===== src/rtl/uart_tx_frame.sv =====
// UART transmitter: start bit, DATA_BITS data bits LSB first, optional parity, STOP_BITS stop bits.
// Define UART_TX_PARITY_EN to build the parity state; without it parity_mode_i is ignored.
module uart_tx_frame #(
  parameter int DATA_BITS = 8,
  parameter int STOP_BITS = 1,
  parameter int CLK_DIV   = 16
) (
  input  logic                 clk,
  input  logic                 rst,
  input  logic                 tx_valid_i,
  input  logic [DATA_BITS-1:0] tx_data_i,
  input  logic [1:0]           parity_mode_i,
  output logic                 tx_ready_o,
  output logic                 tx_bit_o,
  output logic                 busy_o
);

  localparam int BW = $clog2(CLK_DIV);
  localparam int IW = $clog2(DATA_BITS + 1);
  localparam logic [BW-1:0] BAUD_LAST = BW'(CLK_DIV - 1);
  localparam logic [IW-1:0] IDX_LAST  = IW'(DATA_BITS - 1);
  localparam logic          STOP_LAST = 1'(STOP_BITS - 1);

  if (DATA_BITS < 5 || DATA_BITS > 9) begin : g_bad_data_bits
    $error("uart_tx_frame: DATA_BITS must be 5..9");
  end
  if (STOP_BITS < 1 || STOP_BITS > 2) begin : g_bad_stop_bits
    $error("uart_tx_frame: STOP_BITS must be 1 or 2");
  end
  if (CLK_DIV < 2) begin : g_bad_clk_div
    $error("uart_tx_frame: CLK_DIV must be >= 2");
  end

  typedef enum logic [2:0] {
    S_IDLE,
    S_START,
    S_DATA,
`ifdef UART_TX_PARITY_EN
    S_PARITY,
`endif
    S_STOP
  } state_t;

  state_t               state_q, state_d;
  logic [BW-1:0]        baud_q, baud_d;
  logic [IW-1:0]        idx_q, idx_d;
  logic                 stop_q, stop_d;
  logic [DATA_BITS-1:0] sh_q, sh_d;
  logic                 tx_bit_q, tx_bit_d;
  logic                 bit_end;

`ifdef UART_TX_PARITY_EN
  // Parity bit is resolved at acceptance: XOR of the word, inverted for odd mode.
  logic par_en_q, par_en_d;
  logic par_q, par_d;
`else
  logic unused_parity_mode;
  assign unused_parity_mode = ^parity_mode_i;
`endif

  assign bit_end    = (baud_q == BAUD_LAST);
  assign tx_ready_o = (state_q == S_IDLE);
  assign busy_o     = ~tx_ready_o;
  assign tx_bit_o   = tx_bit_q;

  always_ff @(posedge clk) begin
    if (rst) begin
      state_q  <= S_IDLE;
      baud_q   <= '0;
      idx_q    <= '0;
      stop_q   <= 1'b0;
      sh_q     <= '0;
      tx_bit_q <= 1'b1;
`ifdef UART_TX_PARITY_EN
      par_en_q <= 1'b0;
      par_q    <= 1'b0;
`endif
    end else begin
      state_q  <= state_d;
      baud_q   <= baud_d;
      idx_q    <= idx_d;
      stop_q   <= stop_d;
      sh_q     <= sh_d;
      tx_bit_q <= tx_bit_d;
`ifdef UART_TX_PARITY_EN
      par_en_q <= par_en_d;
      par_q    <= par_d;
`endif
    end
  end

  always_comb begin
    state_d  = state_q;
    baud_d   = baud_q;
    idx_d    = idx_q;
    stop_d   = stop_q;
    sh_d     = sh_q;
    tx_bit_d = tx_bit_q;
`ifdef UART_TX_PARITY_EN
    par_en_d = par_en_q;
    par_d    = par_q;
`endif
    // Counter saturates at BAUD_LAST; every bit-state entry below reloads it to 0.
    if (state_q != S_IDLE && !bit_end) baud_d = baud_q + BW'(1);

    case (state_q)
      S_IDLE: begin
        if (tx_valid_i) begin
          state_d  = S_START;
          tx_bit_d = 1'b0;
          baud_d   = '0;
          idx_d    = '0;
          stop_d   = 1'b0;
          sh_d     = tx_data_i;
`ifdef UART_TX_PARITY_EN
          par_en_d = ^parity_mode_i;
          par_d    = (^tx_data_i) ^ parity_mode_i[1];
`endif
        end
      end
      S_START: begin
        if (bit_end) begin
          state_d  = S_DATA;
          tx_bit_d = sh_q[0];
          sh_d     = sh_q >> 1;
          baud_d   = '0;
          idx_d    = '0;
        end
      end
      S_DATA: begin
        if (bit_end) begin
          baud_d = '0;
          if (idx_q == IDX_LAST) begin
            state_d  = S_STOP;
            tx_bit_d = 1'b1;
            stop_d   = 1'b0;
`ifdef UART_TX_PARITY_EN
            if (par_en_q) begin
              state_d  = S_PARITY;
              tx_bit_d = par_q;
            end
`endif
          end else begin
            idx_d    = idx_q + IW'(1);
            tx_bit_d = sh_q[0];
            sh_d     = sh_q >> 1;
          end
        end
      end
`ifdef UART_TX_PARITY_EN
      S_PARITY: begin
        if (bit_end) begin
          state_d  = S_STOP;
          tx_bit_d = 1'b1;
          baud_d   = '0;
          stop_d   = 1'b0;
        end
      end
`endif
      S_STOP: begin
        if (bit_end) begin
          baud_d = '0;
          if (stop_q == STOP_LAST) state_d = S_IDLE;
          else                     stop_d  = 1'b1;
        end
      end
      default: begin
        state_d  = S_IDLE;
        tx_bit_d = 1'b1;
      end
    endcase
  end

endmodule

===== config.mk =====
export PLATFORM = sky130hd
export DESIGN_NAME = uart_tx_frame
export DESIGN_NICKNAME = d
export VERILOG_FILES = /design/src/rtl/uart_tx_frame.sv
export SDC_FILE = /design/constraint.sdc
export NUM_CORES = 1
export LEC_CHECK = 0
export CAP_MARGIN = 20
export CELL_PAD_IN_SITES_DETAIL_PLACEMENT = 1
export CELL_PAD_IN_SITES_GLOBAL_PLACEMENT = 1
export CORE_AREA = 4 4 66 53
export CTS_CLUSTER_DIAMETER = 40
export DETAILED_ROUTE_END_ITERATION = 10
export DIE_AREA = 0 0 70 57
export PLACE_DENSITY = 0.88
export SYNTH_ARGS = -nofsm -noshare
export SYNTH_HDL_FRONTEND = slang
export SYNTH_SLANG_ARGS = --single-unit

===== constraint.sdc =====
create_clock -name clk -period 2.7 [get_ports clk]
set_input_delay 0.54 -clock clk [delete_from_list [all_inputs] [get_ports clk]]
set_output_delay 0.54 -clock clk [all_outputs]
set_load 0.02 [all_outputs]

==> results of run 1 <==
==> sequential cells by signal, indices dropped and copies added (netlist names) <==
signal    count
baud_q        4
idx_q         4
sh_q          8
state_q       2
tx_bit_o      1
==> where the power goes <==
part | leakage (nW) | internal [W] | switching (W) | total [W]
Combinational | 0.306 | 0.000298 | 0.000423 | 0.000720
Sequential | 0.155 | 0.000354 | 0.0000479 | 0.000402
Clock | 0.0228 | 0.000105 | 0.0000946 | 0.000200
==> worst max path at each step <==
stage               start       end  slack, ps  depth (start not counted)
6_report       state_q[0]    busy_o        240                          4
5_1_grt        state_q[0]    busy_o        130                          4
4_1_cts        state_q[0]    busy_o        240                          4
3_5_place_dp   state_q[0]    busy_o        510                          4
3_3_place_gp   tx_valid_i  tx_bit_o        590                          5
2_1_floorplan  state_q[0]   sh_q[0]        780                          8
==> per-layer routing <==
layer / GRT usage / up-vias
met3: 0.0475 / 6
met4: 0.0464 / 0
met2: 0.257 / 14
li1: - / 518
met5: 0 / -
met1: 0.203 / 488
==> through the flow <==
step | cell area, sq um | util | setup WS [ps] | cells | total power [W]
floorplan | 1180 | - | 781 | 134 | 0.000965
global placement | 1310 | 0.460 | 591 | 177 | 0.00107
detailed placement | 1310 | 0.460 | 513 | 177 | 0.00112
CTS | 1360 | 0.476 | 239 | 181 | 0.00133
global route | 1360 | 0.476 | 132 | 181 | 0.00143
finish | 1360 | 0.476 | 239 | 181 | 0.00132
==> worst register-to-register path: cells and delay by family, from the launching register on <==
| family | cells | cell delay (ps) |
|---|---|---|
| AO/OA/AOI/OAI | 2 | 780 |
| adder cells (fa/ha/maj) | 1 | 360 |
| buffers and inverters | 1 | 110 |
| flip-flops | 1 | 420 |
| multiplexers | 1 | 220 |
| AND/OR/NAND/NOR | 1 | 230 |
==> area by class of cell <==
class / instances / area [sq um] / area share
repair buffers: 14 / 138 / 0.101
well taps: 38 / 47.5 / 0.0351
multi-input cells: 103 / 734 / 0.542
flip-flops and latches: 19 / 380 / 0.280
inverters: 3 / 11.3 / 0.00830
clock buffers: 4 / 45.0 / 0.0332
==> cells by family (layout without fill, tap and decap cells) <==
family,Yosys count,count (layout)
mux,8,8
buf+inv,12,21
simple gates,41,41
fa+ha+maj,8,8
flops,19,19
compound gates,46,46
==> cells in the final DEF (no fill, tap or decap), types with 6 or more instances in the layout <==
cell,Yosys,layout
or3_1,7,7
ha_1,8,8
o21ai_0,15,15
clkdlybuf4s50_1,0,13
nor2_1,6,6
a21oi_1,15,15
dfxtp_1,19,19
mux2i_1,8,8
==> results_dict.tcl, run 1 <==
set metrics [dict create \
    critPathRequiredTime_ps 2160 \
    initial_core_util 0.414 \
    critPathMaxStageDelay_ps 610 \
    gp_congestion 0.807 \
    h-tree-depth 1 \
    worst_slew_pin_slew_ps 551 \
    crit_buf_inv 3 \
    timing.rr.end "tx_bit_o" \
    die-area_sq_um 3990 \
    leakage_nw 0.483 \
    postCtsSetupBuffers 0 \
    wire_per_inst_um 15.9 \
    synth_compound_gate_area_share 0.248 \
    cp_top_family "buffers and inverters" \
    synth_common_cells "19 x dfxtp_1, 15 x a21oi_1, 15 x o21ai_0" \
    synth_fa_ha_area_frac 0.0848 \
    ff2ff_path_depth 6 \
    ys_seq_area_frac 0.322 \
    drive_gt1_frac 0.0909 \
    die_y_um 57 \
    hold_viol_final 0 \
    drt-pass1-iter-count 4 \
    grt-ovfl-total 0 \
    grt_max_degree 22 \
    status "finished clean" \
    yosys.area_share.simple 0.222 \
    synth_cell_type_count 42 \
    tns_ps 0 \
    fp.dieW_um 70 \
    synth_ff_type "dfxtp_1" \
    portBuffers 13 \
    layout.nets 165 \
    cap_viol_max_count 0 \
    clock.fmax_mhz 406 \
    cts_resized 0 \
    clk_pin_slew_ps 70 \
    start_kind "flop" \
    avgSynthCellArea_sq_um 8.81 \
    ys_async_sr_fraction 0 \
    rsz0062_at_grt "false" \
    worst_hold_path_type "flop to flop" \
    arrival_ps 1920 \
    fin_crit_ps 2460 \
    vias_per_cell 5.67 \
    met1_length_mm 1.39 \
    crit_chain "inv_1, ha_1, inv_1, clkdlybuf4s50_1" \
    synthMuxAreaShare 0.0679 \
    cts_inserted_buffers 3 \
    syn_nets 155 \
    reg2reg_setup_slack_ps 510 \
    hold_end "sh_q[5]" \
    cts_hold_buf 0 \
    postSynthCellCount 134 \
    cts.sinks 19 \
    grt_pass1_vias 1139 \
    critPathKind "flop to output port" \
    diodes 0 \
    synth_edf_count 0 \
    cts_tree "done" \
    powerDensity_nw_per_um2 975 \
    num_rows 17 \
    clk_latency_ps 260 \
    cts_max_path_buffers 2 \
    topRoutingLayerUsed "met4" \
    met3_length_um 94 \
    min_from "sh_q[5]" \
    crit_top_cell "inv_1" \
    synth_area_leaders "dfxtp_1 32%, ha_1 8.5%, mux2i_1 6.8%" \
    setup_viol_count_final 0 \
    crit_path_end_kind "output port" \
    ir_drop_uv 500 \
    wl_mm 2.88 \
    synth_area_sq_um 1180 \
    fin_crit_sh 0.911 \
    r2r-start "state_q[0]" \
    synth_xor_area_frac 0 \
    grt_use_total 0.158 \
    hpwl_mm 2.10 \
    ys_warn_count 0 \
    yosysTopAreaCellShare 0.322 \
    drt_drc_violations_left 0 \
    num-fill-cells 336 \
    grt_first_pass_wirelength_mm 5.19 \
    num_io_pins 16 \
    syn2layout_area_growth_pct 15.0 \
    hold_depth 2 \
    wl_met2_mm 1.37 \
    ant_nets 0 \
    yosysMostFrequentCell "dfxtp_1" \
    core_area_sq_um 2850 \
    crit_fanout 11 \
    slowest_stage "clkdlybuf4s50_1" \
    fin_skew_ps 5.70 \
    synth_top_family_by_area "compound AO/OA/AOI/OAI gates" \
    vias 1026 \
    drtIter0Drc 41 \
    synth_top_area_cell "dfxtp_1" \
    synth-seq-cells 19 \
    whs_ps 478 \
    cts-root-buf "clkbuf_8" \
    antenna_found_initial 0 \
    slew_headroom 0.633 \
    slew_viol_final 0 \
]
(Power assumes the default switching activity.)
==> inputs of run 2 (changes only) <==
SLEW_MARGIN = 20   (was not set)
clock period = 3.05 ns   (was 2.7 ns; I/O delays follow)
==> run 2 against run 1 <==
Utilization is 0.22 points lower; via count is 0.19% higher; global-route usage is 1.3 points lower; clock-buffer cell count is 1 lower; largest power group unchanged; highest routed layer unchanged.
==> results_dict.tcl, run 2 (synthesized netlist as in run 1, its figures left out) <==
set metrics [dict create \
    core_area_sq_um 2850 \
    grt_max_degree 22 \
    hpwl_mm 2.08 \
    worst_slew_pin_slew_ps 678 \
    crit_fanout 11 \
    wire_per_inst_um 15.9 \
    vias_per_cell 5.71 \
    drt_drc_violations_left 0 \
    layout_common_cells "19 x dfxtp_1, 15 x o21ai_0, 15 x a21oi_1" \
    critPathKind "flop to output port" \
    diodes 0 \
    finalWorstSetupSlack_ps 556 \
    leakage_nw 0.481 \
    fin_skew_ps 4.92 \
    gp_congestion 0.805 \
    layout.nets 164 \
    antenna_found_initial 0 \
    status "finished clean" \
    drtIter0Drc 25 \
    drt-pass1-iter-count 4 \
    cts_max_path_buffers 2 \
    crit_chain "inv_1, ha_1, inv_1, clkdlybuf4s50_1" \
    start_kind "flop" \
    slew_viol_final 0 \
    top_regs "sh_q: 8 flops, baud_q: 4 flops, idx_q: 4 flops" \
    postCtsSetupBuffers 0 \
    fin_area_sq_um 1350 \
    fp.dieW_um 70 \
    cts.sinks 19 \
    clk_latency_ps 260 \
    cp_top_family "buffers and inverters" \
    dp.cells 176 \
    cts_resized 0 \
    grt_first_pass_wirelength_mm 4.72 \
    place_ws_ps 815 \
    fin_crit_sh 0.818 \
    num_io_pins 16 \
    crit_buf_inv 3 \
    critPathMaxStageDelay_ps 610 \
    ant_nets 0 \
    syn2layout_area_growth_pct 14.4 \
    clk_pin_slew_ps 80 \
    hold_viol_final 0 \
    cts_hold_buf 0 \
    num_rows 17 \
    cts_tree "done" \
    grt-ovfl-total 0 \
    largest_register_ffs 8 \
    critPathRequiredTime_ps 2440 \
    rsz0062_at_grt "false" \
    crit_path_end_kind "output port" \
    final_common_cell "dfxtp_1" \
    powerDensity_nw_per_um2 865 \
    fin_crit_ps 2490 \
    die_y_um 57 \
    initial_core_util 0.414 \
    finalNonFillerCells 180 \
    place_area_sq_um 1300 \
    cap_viol_max_count 0 \
    clock.fmax_mhz 401 \
    setup_viol_count_final 0 \
    worst_hold_path_type "flop to flop" \
    slew_headroom 0.546 \
    grt_use_total 0.144 \
    h-tree-depth 1 \
    grt_pass1_vias 1047 \
    vias 1028 \
    portBuffers 13 \
    drive_gt1_frac 0.0915 \
    cts-root-buf "clkbuf_8" \
    arrival_ps 1880 \
    ir_drop_uv 482 \
    cts_inserted_buffers 3 \
    tns_ps 0 \
    die-area_sq_um 3990 \
    wl_mm 2.87 \
    slowest_stage "clkdlybuf4s50_1" \
    top_register "sh_q" \
    crit_top_cell "inv_1" \
]
-- run 2: changes by cell type in the layout (fill, tap and decap cells not counted) --
| cell | delta |
|---|---|
| buf_4 | -1 |
| clkinv_2 | +1 |
| clkbuf_1 | -1 |
-- run 2: per-stage QoR --
stage | util | power, W | hold WS [ps]
global placement | 0.457 | 0.000947 | 456
global route | 0.474 | 0.00125 | 501
detailed placement | 0.457 | 0.000986 | 470
floorplan | - | 0.000854 | 449
finish | 0.474 | 0.00117 | 477
CTS | 0.474 | 0.00117 | 480
-- run 2: power by group --
part / switching, W / internal (W)
combinational: 0.000368 / 0.000263
sequential: 0.0000413 / 0.000314
clock: 0.0000911 / 0.0000911
-- run 2: worst paths after layout --
kind	slack [ps]	startpoint	cells past startpoint	endpoint
setup reg to reg	880	state_q[0]	6	idx_q[3]
hold / removal	480	sh_q[2]	2	sh_q[2]
setup / recovery	560	state_q[0]	4	busy_o
hold reg to reg	480	sh_q[2]	2	sh_q[2]
-- run 2: layer usage --
| metal | vias to the layer above | wire [um] | track usage |
|---|---|---|---|
| met4 | 0 | 32 | 0.0383 |
| met3 | 5 | 84 | 0.0370 |
| met5 | - | 0 | 0 |
| li1 | 512 | - | - |
| met1 | 495 | 1340 | 0.181 |
| met2 | 16 | 1410 | 0.249 |
-- run 2: final cells by class --
| class | count | area (sq um) |
|---|---|---|
| fill | 353 | 1500 |
| multi-input combinational | 103 | 734 |
| sequential | 19 | 380 |
| timing repair buffer | 13 | 130 |
| tap | 38 | 47.5 |
| clock buffer | 3 | 41.3 |
| inverter | 3 | 11.3 |
| clock inverter | 1 | 5.00 |
-- run 2: worst min-delay path, cell delays in order, from the launching register on --
cell	delay (ps)
dfxtp_1	310
o21ai_0	70
a21oi_1	60
